File: src/rtl/vga_timing_pkg.sv
// 800x600@72 raster constants, coordinate/colour types and shared helpers
// for the timing generator and the on-screen overlay blocks.
package vga_timing_pkg;
  localparam int COORD_W = 11;
  localparam int COLOR_W = 3;

  localparam int VGA_H_VISIBLE = 800;
  localparam int VGA_H_FRONT   = 56;
  localparam int VGA_H_SYNC    = 120;
  localparam int VGA_H_BACK    = 64;
  localparam int VGA_H_TOTAL   = VGA_H_VISIBLE + VGA_H_FRONT + VGA_H_SYNC + VGA_H_BACK;
  localparam int VGA_V_VISIBLE = 600;
  localparam int VGA_V_FRONT   = 37;
  localparam int VGA_V_SYNC    = 6;
  localparam int VGA_V_BACK    = 23;
  localparam int VGA_V_TOTAL   = VGA_V_VISIBLE + VGA_V_FRONT + VGA_V_SYNC + VGA_V_BACK;

  typedef logic [COORD_W-1:0] coord_t;
  typedef logic [COLOR_W-1:0] color_t;

  localparam color_t BLACK   = 3'b000;
  localparam color_t BLUE    = 3'b001;
  localparam color_t GREEN   = 3'b010;
  localparam color_t CYAN    = 3'b011;
  localparam color_t RED     = 3'b100;
  localparam color_t MAGENTA = 3'b101;
  localparam color_t YELLOW  = 3'b110;
  localparam color_t WHITE   = 3'b111;

  // Raw timing decoded from one counter pair; all-zero is the blank/inactive state.
  typedef struct packed {
    logic act;
    logic hs;
    logic vs;
  } timing_t;

  function automatic logic in_range(coord_t x, coord_t lo, coord_t hi);
    return (x >= lo) && (x <= hi);
  endfunction
endpackage

File: src/rtl/vga_delay_line.sv
// PIPE-deep register chain for the raw {act, hs, vs} timing, cleared to blank.
module vga_delay_line
  import vga_timing_pkg::*;
#(
  parameter int PIPE = 1
) (
  input  logic    clk,
  input  logic    reset,
  input  timing_t d,
  output timing_t q
);
  timing_t [PIPE-1:0] pipe;

  always_ff @(posedge clk) begin
    if (reset) begin
      pipe <= '0;
    end else begin
      pipe[0] <= d;
      for (int i = 1; i < PIPE; i++) pipe[i] <= pipe[i-1];
    end
  end

  assign q = pipe[PIPE-1];
endmodule

File: src/rtl/vga_timing_gen.sv
// VGA raster generator: free-running pixel/line counters, sync and blanking
// delayed to match the overlay pipeline, and the final colour composite.
module vga_timing_gen
  import vga_timing_pkg::*;
#(
  parameter int     H_VISIBLE = VGA_H_VISIBLE,
  parameter int     H_FRONT   = VGA_H_FRONT,
  parameter int     H_SYNC    = VGA_H_SYNC,
  parameter int     H_BACK    = VGA_H_BACK,
  parameter int     V_VISIBLE = VGA_V_VISIBLE,
  parameter int     V_FRONT   = VGA_V_FRONT,
  parameter int     V_SYNC    = VGA_V_SYNC,
  parameter int     V_BACK    = VGA_V_BACK,
  parameter bit     SYNC_POL  = 1'b1,
  parameter int     PIPE      = 1,
  parameter color_t BG        = BLACK
) (
  input  logic   clk,
  input  logic   reset,
  output coord_t vga_h,
  output coord_t vga_v,
  input  color_t pixel_in,
  input  logic   pixel_on,
  output logic   hsync,
  output logic   vsync,
  output color_t rgb,
  output logic   video_active,
  output logic   frame_start
);
  localparam coord_t H_LAST   = coord_t'(H_VISIBLE + H_FRONT + H_SYNC + H_BACK - 1);
  localparam coord_t V_LAST   = coord_t'(V_VISIBLE + V_FRONT + V_SYNC + V_BACK - 1);
  localparam coord_t H_VIS    = coord_t'(H_VISIBLE);
  localparam coord_t V_VIS    = coord_t'(V_VISIBLE);
  localparam coord_t HS_FIRST = coord_t'(H_VISIBLE + H_FRONT);
  localparam coord_t HS_LAST  = coord_t'(H_VISIBLE + H_FRONT + H_SYNC - 1);
  localparam coord_t VS_FIRST = coord_t'(V_VISIBLE + V_FRONT);
  localparam coord_t VS_LAST  = coord_t'(V_VISIBLE + V_FRONT + V_SYNC - 1);

  logic    h_last, v_last;
  timing_t raw, dly;

  assign h_last = (vga_h == H_LAST);
  assign v_last = (vga_v == V_LAST);

  // frame_start is loaded from the wrap condition so it is high exactly
  // while the counters present 0,0.
  always_ff @(posedge clk) begin
    if (reset) begin
      vga_h       <= '0;
      vga_v       <= '0;
      frame_start <= 1'b0;
    end else begin
      vga_h       <= h_last ? '0 : vga_h + 11'd1;
      if (h_last) vga_v <= v_last ? '0 : vga_v + 11'd1;
      frame_start <= h_last && v_last;
    end
  end

  always_comb begin
    raw     = '0;
    raw.act = (vga_h < H_VIS) && (vga_v < V_VIS);
    raw.hs  = in_range(vga_h, HS_FIRST, HS_LAST);
    raw.vs  = in_range(vga_v, VS_FIRST, VS_LAST);
  end

  vga_delay_line #(.PIPE(PIPE)) u_dly (
    .clk   (clk),
    .reset (reset),
    .d     (raw),
    .q     (dly)
  );

  // Overlay pixels arrive one clock before this register, in step with dly.
  always_ff @(posedge clk) begin
    if (reset) begin
      hsync        <= ~SYNC_POL;
      vsync        <= ~SYNC_POL;
      video_active <= 1'b0;
      rgb          <= BLACK;
    end else begin
      hsync        <= dly.hs ^ ~SYNC_POL;
      vsync        <= dly.vs ^ ~SYNC_POL;
      video_active <= dly.act;
      rgb          <= dly.act ? (pixel_on ? pixel_in : BG) : BLACK;
    end
  end
endmodule

File: config.mk
export PLATFORM = sky130hd
export DESIGN_NAME = vga_timing_gen
export DESIGN_NICKNAME = d
export VERILOG_FILES = /design/src/rtl/vga_timing_pkg.sv /design/src/rtl/vga_delay_line.sv /design/src/rtl/vga_timing_gen.sv
export SDC_FILE = /design/constraint.sdc
export NUM_CORES = 1
export LEC_CHECK = 0
export ABC_CLOCK_PERIOD_IN_PS = 1700
export CAP_MARGIN = 10
export CORE_AREA = 2 2 61 63
export DETAILED_ROUTE_END_ITERATION = 6
export DIE_AREA = 0 0 63 65
export HOLD_SLACK_MARGIN = 0.02
export PLACE_DENSITY = 0.72
export SETUP_SLACK_MARGIN = 0.5
export SKIP_LAST_GASP = 1
export SYNTH_ARGS = -nofsm -noshare
export SYNTH_HDL_FRONTEND = slang
export SYNTH_SLANG_ARGS = --single-unit
File: constraint.sdc
create_clock -name clk -period 1.7 [get_ports clk]
set_input_delay 0.34 -clock clk [delete_from_list [all_inputs] [get_ports clk]]
set_output_delay 0.34 -clock clk [all_outputs]
set_load 0.02 [all_outputs]
* After elaboration in Yosys (flattened, before gate mapping)
Cells that the tools add are included.
** Cells by class
- Add/sub/neg operators :: 2
- Magnitude comparators :: 6
- Equality and inequality tests :: 2
- Multiplexer cells :: 1
- Bitwise operators :: 2
- Reductions and logical operators :: 6
** Operators by type and width (count)
- $add 11x1->11 const B :: 2
- $ge 11x10->1 const B :: 2
- $le 11x10->1 const B :: 2
- $lt 11x10->1 const B :: 2
- $eq 11x10->1 const B :: 1
- $eq 11x11->1 const B :: 1
- $mux 11 :: 1
- $logic_and 1x1->1 :: 4
- $reduce_or 3->1 :: 1
- $not 1->1 :: 2
- $reduce_or 2->1 :: 1
** Storage, ports and cells
- Register bits after elaboration :: 32
- Bits of input ports :: 6
- Output and inout bits :: 29
- Word-level logic and storage cells :: 29

* Longest topological paths before layout
- Depth after elaboration :: 2
- Mapped depth :: 7

* Modules after synthesis
A second synthesis with hierarchy kept.
** Second synthesis, totals
- Cell total of the unflattened synthesis :: 163
- Area total of the unflattened synthesis :: 1433.9 um^2
** By module, submodules not included
- vga_timing_gen :: times used 1, cells an instance 157, area each 1355.0 um^2
- vga_delay_line :: times used 1, cells an instance 6, area each 78.8 um^2

* Worst setup path before layout
No wires, ideal clock.
- Path kind :: reg2reg
- From :: reg vga_h[0]
- To :: reg vga_v[9]
- Setup time :: 0.066 ns
- Arrival :: 1.828 ns
- Required time :: 1.634 ns
- Path slack :: -0.194 ns
- Stages on the path, launching flop included :: 7
- Buffers on the path :: 1
- Clock period less this slack :: 1.894 ns
- Path through :: dfxtp_1 ha_1 and3_1 buf_2 nand4_4 or4_4 a21oi_2
** On the way
- Word-level cells in the longest chain between the ends :: 1
** RTL lines
- from (decl) :: RTL line vga_timing_gen.sv:20 : output coord_t vga_h,
- from (signal assigned) :: RTL line vga_timing_gen.sv:53 : vga_h <= h_last ? '0 : vga_h + 11'd1;
- $eq 11x11->1 :: RTL line vga_timing_gen.sv:42 : assign h_last = (vga_h == H_LAST);
- to (signal assigned) :: RTL line vga_timing_gen.sv:54 : if (h_last) vga_v <= v_last ? '0 : vga_v + 11'd1;
- to (decl) :: RTL line vga_timing_gen.sv:21 : output coord_t vga_v,
No other way between the ends.
A chain may end at the register's enable or synchronous reset.

* Worst setup path after layout
- From :: reg vga_v[5]
- To :: reg u_dly.pipe (netlist bit u_dly.q[0])
** On the way
- Word-level cells in the longest chain between the ends :: 2
** RTL lines
- $ge 11x10->1 / $le 11x10->1 (equally long branches) :: RTL line vga_timing_pkg.sv:38 : return (x >= lo) && (x <= hi);
- $logic_and 1x1->1 (*) :: RTL line vga_timing_pkg.sv:38
- to (decl) :: RTL line vga_delay_line.sv:12 : timing_t [PIPE-1:0] pipe;
Mark *: on every way between the ends. The rest lies on a longest branch, timed or not.

==> qor.yml <==
status: "complete, no violations"
fin_skew_ps: 6.35
finalInstanceArea_mm2: 0.00253
setup-violations-final: 0
area_growth_pct: 77.1
grt_max_degree: 11
overflow: 0
yosys_warnings: 0
min_path_type: "in -> reg"
num_io_pins: 35
arrival_ps: 1870
cts_max_path_buffers: 2
ys_seq_area_share_pct: 44.8
critPathMaxFanout: 2
placed_area_mm2: 0.00206
power.density_mw_per_mm2: 567
synth_area_per_cell_um2: 8.93
finalHoldViolations: 0
synthCells: 160
synth_area_leaders: "dfxtp_1, xnor2_1, nor2_1"
slew_headroom_pct: 71.7
cts_tree: "built"
placed_cells: 257
netlist_area_mm2: 0.00143
final_common_cell: "buf_4"
drt_iter0_drc: 50
start_util_pct: 40.9
rsz0062_at_grt: "true"
min_period_ps: 1610
yosysTopAreaCellShare_pct: 44.8
final-max-slew-violation-count: 0
grt_pass1_vias: 1456
htree_levels: 2
grt_usage_pct: 21.7
totalWireLength_mm: 4.55
cap_violations: 0
numCtsBuffers: 5
end_kind: "register"
cts_root_buf: "clkbuf_4"
pre_cts_slack_ps: 17.0
dieWidth_um: 63
avgRoutedWirePerCell_um: 15.4
highest_layer: "met4"
drive_gt1_share_pct: 53.8
layout_common_cells: "buf_4, buf_6, nor2_1"
met3_length_um: 221
fmax_mhz: 620
fin_crit_sh_pct: 94.8
rows: 22
synth_seq_cells: 32
criticalPathCategory: "reg -> reg"
nets: 256
tightest_slew_ps: 421
dr.pass1.iters: 4
io_buffers: 34
dpl.hpwl_mm: 2.64
clock_latency_ps: 350
drc: 0
yosysUniqueCellTypes: 34
coreArea_mm2: 0.00350
ant_nets: 0
clk_pin_slew_ps: 100
peakVddDrop_v: 0.000393
layout_setup_ws_ps: 87.6
p_leak_nw: 1.03
cp-start-kind: "register"
antenna_found_initial: 0
die_h_um: 65
grt_pass1_wl_mm: 6.84
vias: 1558
gp_congestion: 0.866
wl_met1_mm: 1.90
met2_wirelength_mm: 2.31
fin_cells: 295
cts.sinks: 32
antenna_cells: 0
yosysTopAreaCell: "dfxtp_1"
worstPathRequired_ps: 1960
synth_nets: 170
routed_via_density: 5.28
die_area_mm2: 0.00410
[synth_stat cells, drive strengths merged]
cell type	instances
a2111oi	2
a21o	1
a21oi	10
a31oi	1
and3	8
buf	2
clkbuf	4
dfxtp	32
ha	4
inv	6
nand2	11
nand2b	2
nand3	4
nand4	5
nor2	23
nor2b	3
nor3	4
nor3b	1
nor4	4
o211ai	1
o21ai	7
o31a	2
o31ai	1
or3	7
or4	2
xnor2	10
xor2	3
[metal layers]
metal | GRT usage, % | vias up
li1 | - | 733
met4 | 12.5 | 0
met5 | 0 | -
met2 | 36.4 | 55
met1 | 25.3 | 754
met3 | 5.38 | 16
[where the power goes]
| part | internal, W | total, W | switching (W) |
|---|---|---|---|
| Combinational | 0.0000617 | 0.000113 | 0.0000509 |
| Sequential | 0.000740 | 0.000747 | 0.00000682 |
| Clock | 0.000308 | 0.000575 | 0.000267 |
[through the flow]
stage                     power (W)  TNS (ps)  utilization, %  hold slack (ps)
after detailed placement   0.000880         0            59.0              441
after global routing        0.00149         0            72.4              438
after floorplan            0.000828     -18.1               -              414
after CTS                   0.00144         0            65.9              459
final                       0.00143         0            72.4              406
after global placement     0.000878         0            59.0              424
[worst paths after layout]
path,start,endpoint,slack (ps),cells after the start
worst max-delay path,vga_v[5],u_dly.q[0],90,5
worst min register to register,u_dly.q[0],vsync,450,1
worst max register to register,vga_v[5],u_dly.q[0],90,5
worst min-delay path,reset,vga_h[2],410,2
[critical path, stage by stage (launching register included)]
cell and delay (ps):
dfxtp_4 350, or4_4 570, buf_6 140, a2111oi_4 170, nor2_1 60, nor4_1 220
[area by class of cell]
cell class                      instances  area [µm²]
Fill cell                             238         966
Multi-Input combinational cell        116         880
Timing Repair Buffer                   85         791
Sequential cell                        32         701
Tap cell                               48        60.1
Clock buffer                            6        41.3
Clock inverter                          2        35.0
Inverter                                6        22.5
[flip-flops by register name (all words and copies together) (netlist names)]
signal / count
frame_start: 1
hsync: 1
rgb: 3
u_dly.q: 3
vga_h: 11
vga_v: 11
video_active: 1
vsync: 1
[what timing repair did]
action | 4_1_cts | 5_1_grt
endpoints found under the setup margin | 53 | 47
buffers inserted | 14 | 15
endpoints found under the hold margin | 0 | 0
resized for setup | 173 | 38
hold buffers | 0 | 0
gates cloned | 0 | 1
pin swaps | 9 | 11
[kinds of logic (layout without fill, tap and decap cells)]
kind of cell / Yosys count / count (layout) / share of synthesized area, %
xor+xnor: 13 / 13 / 7.97
flops: 32 / 32 / 44.8
simple gates: 74 / 74 / 29.5
buf+inv: 12 / 99 / 3.50
compound gates: 25 / 25 / 10.7
fa+ha+maj: 4 / 4 / 3.50
(Power assumes the default switching activity.)
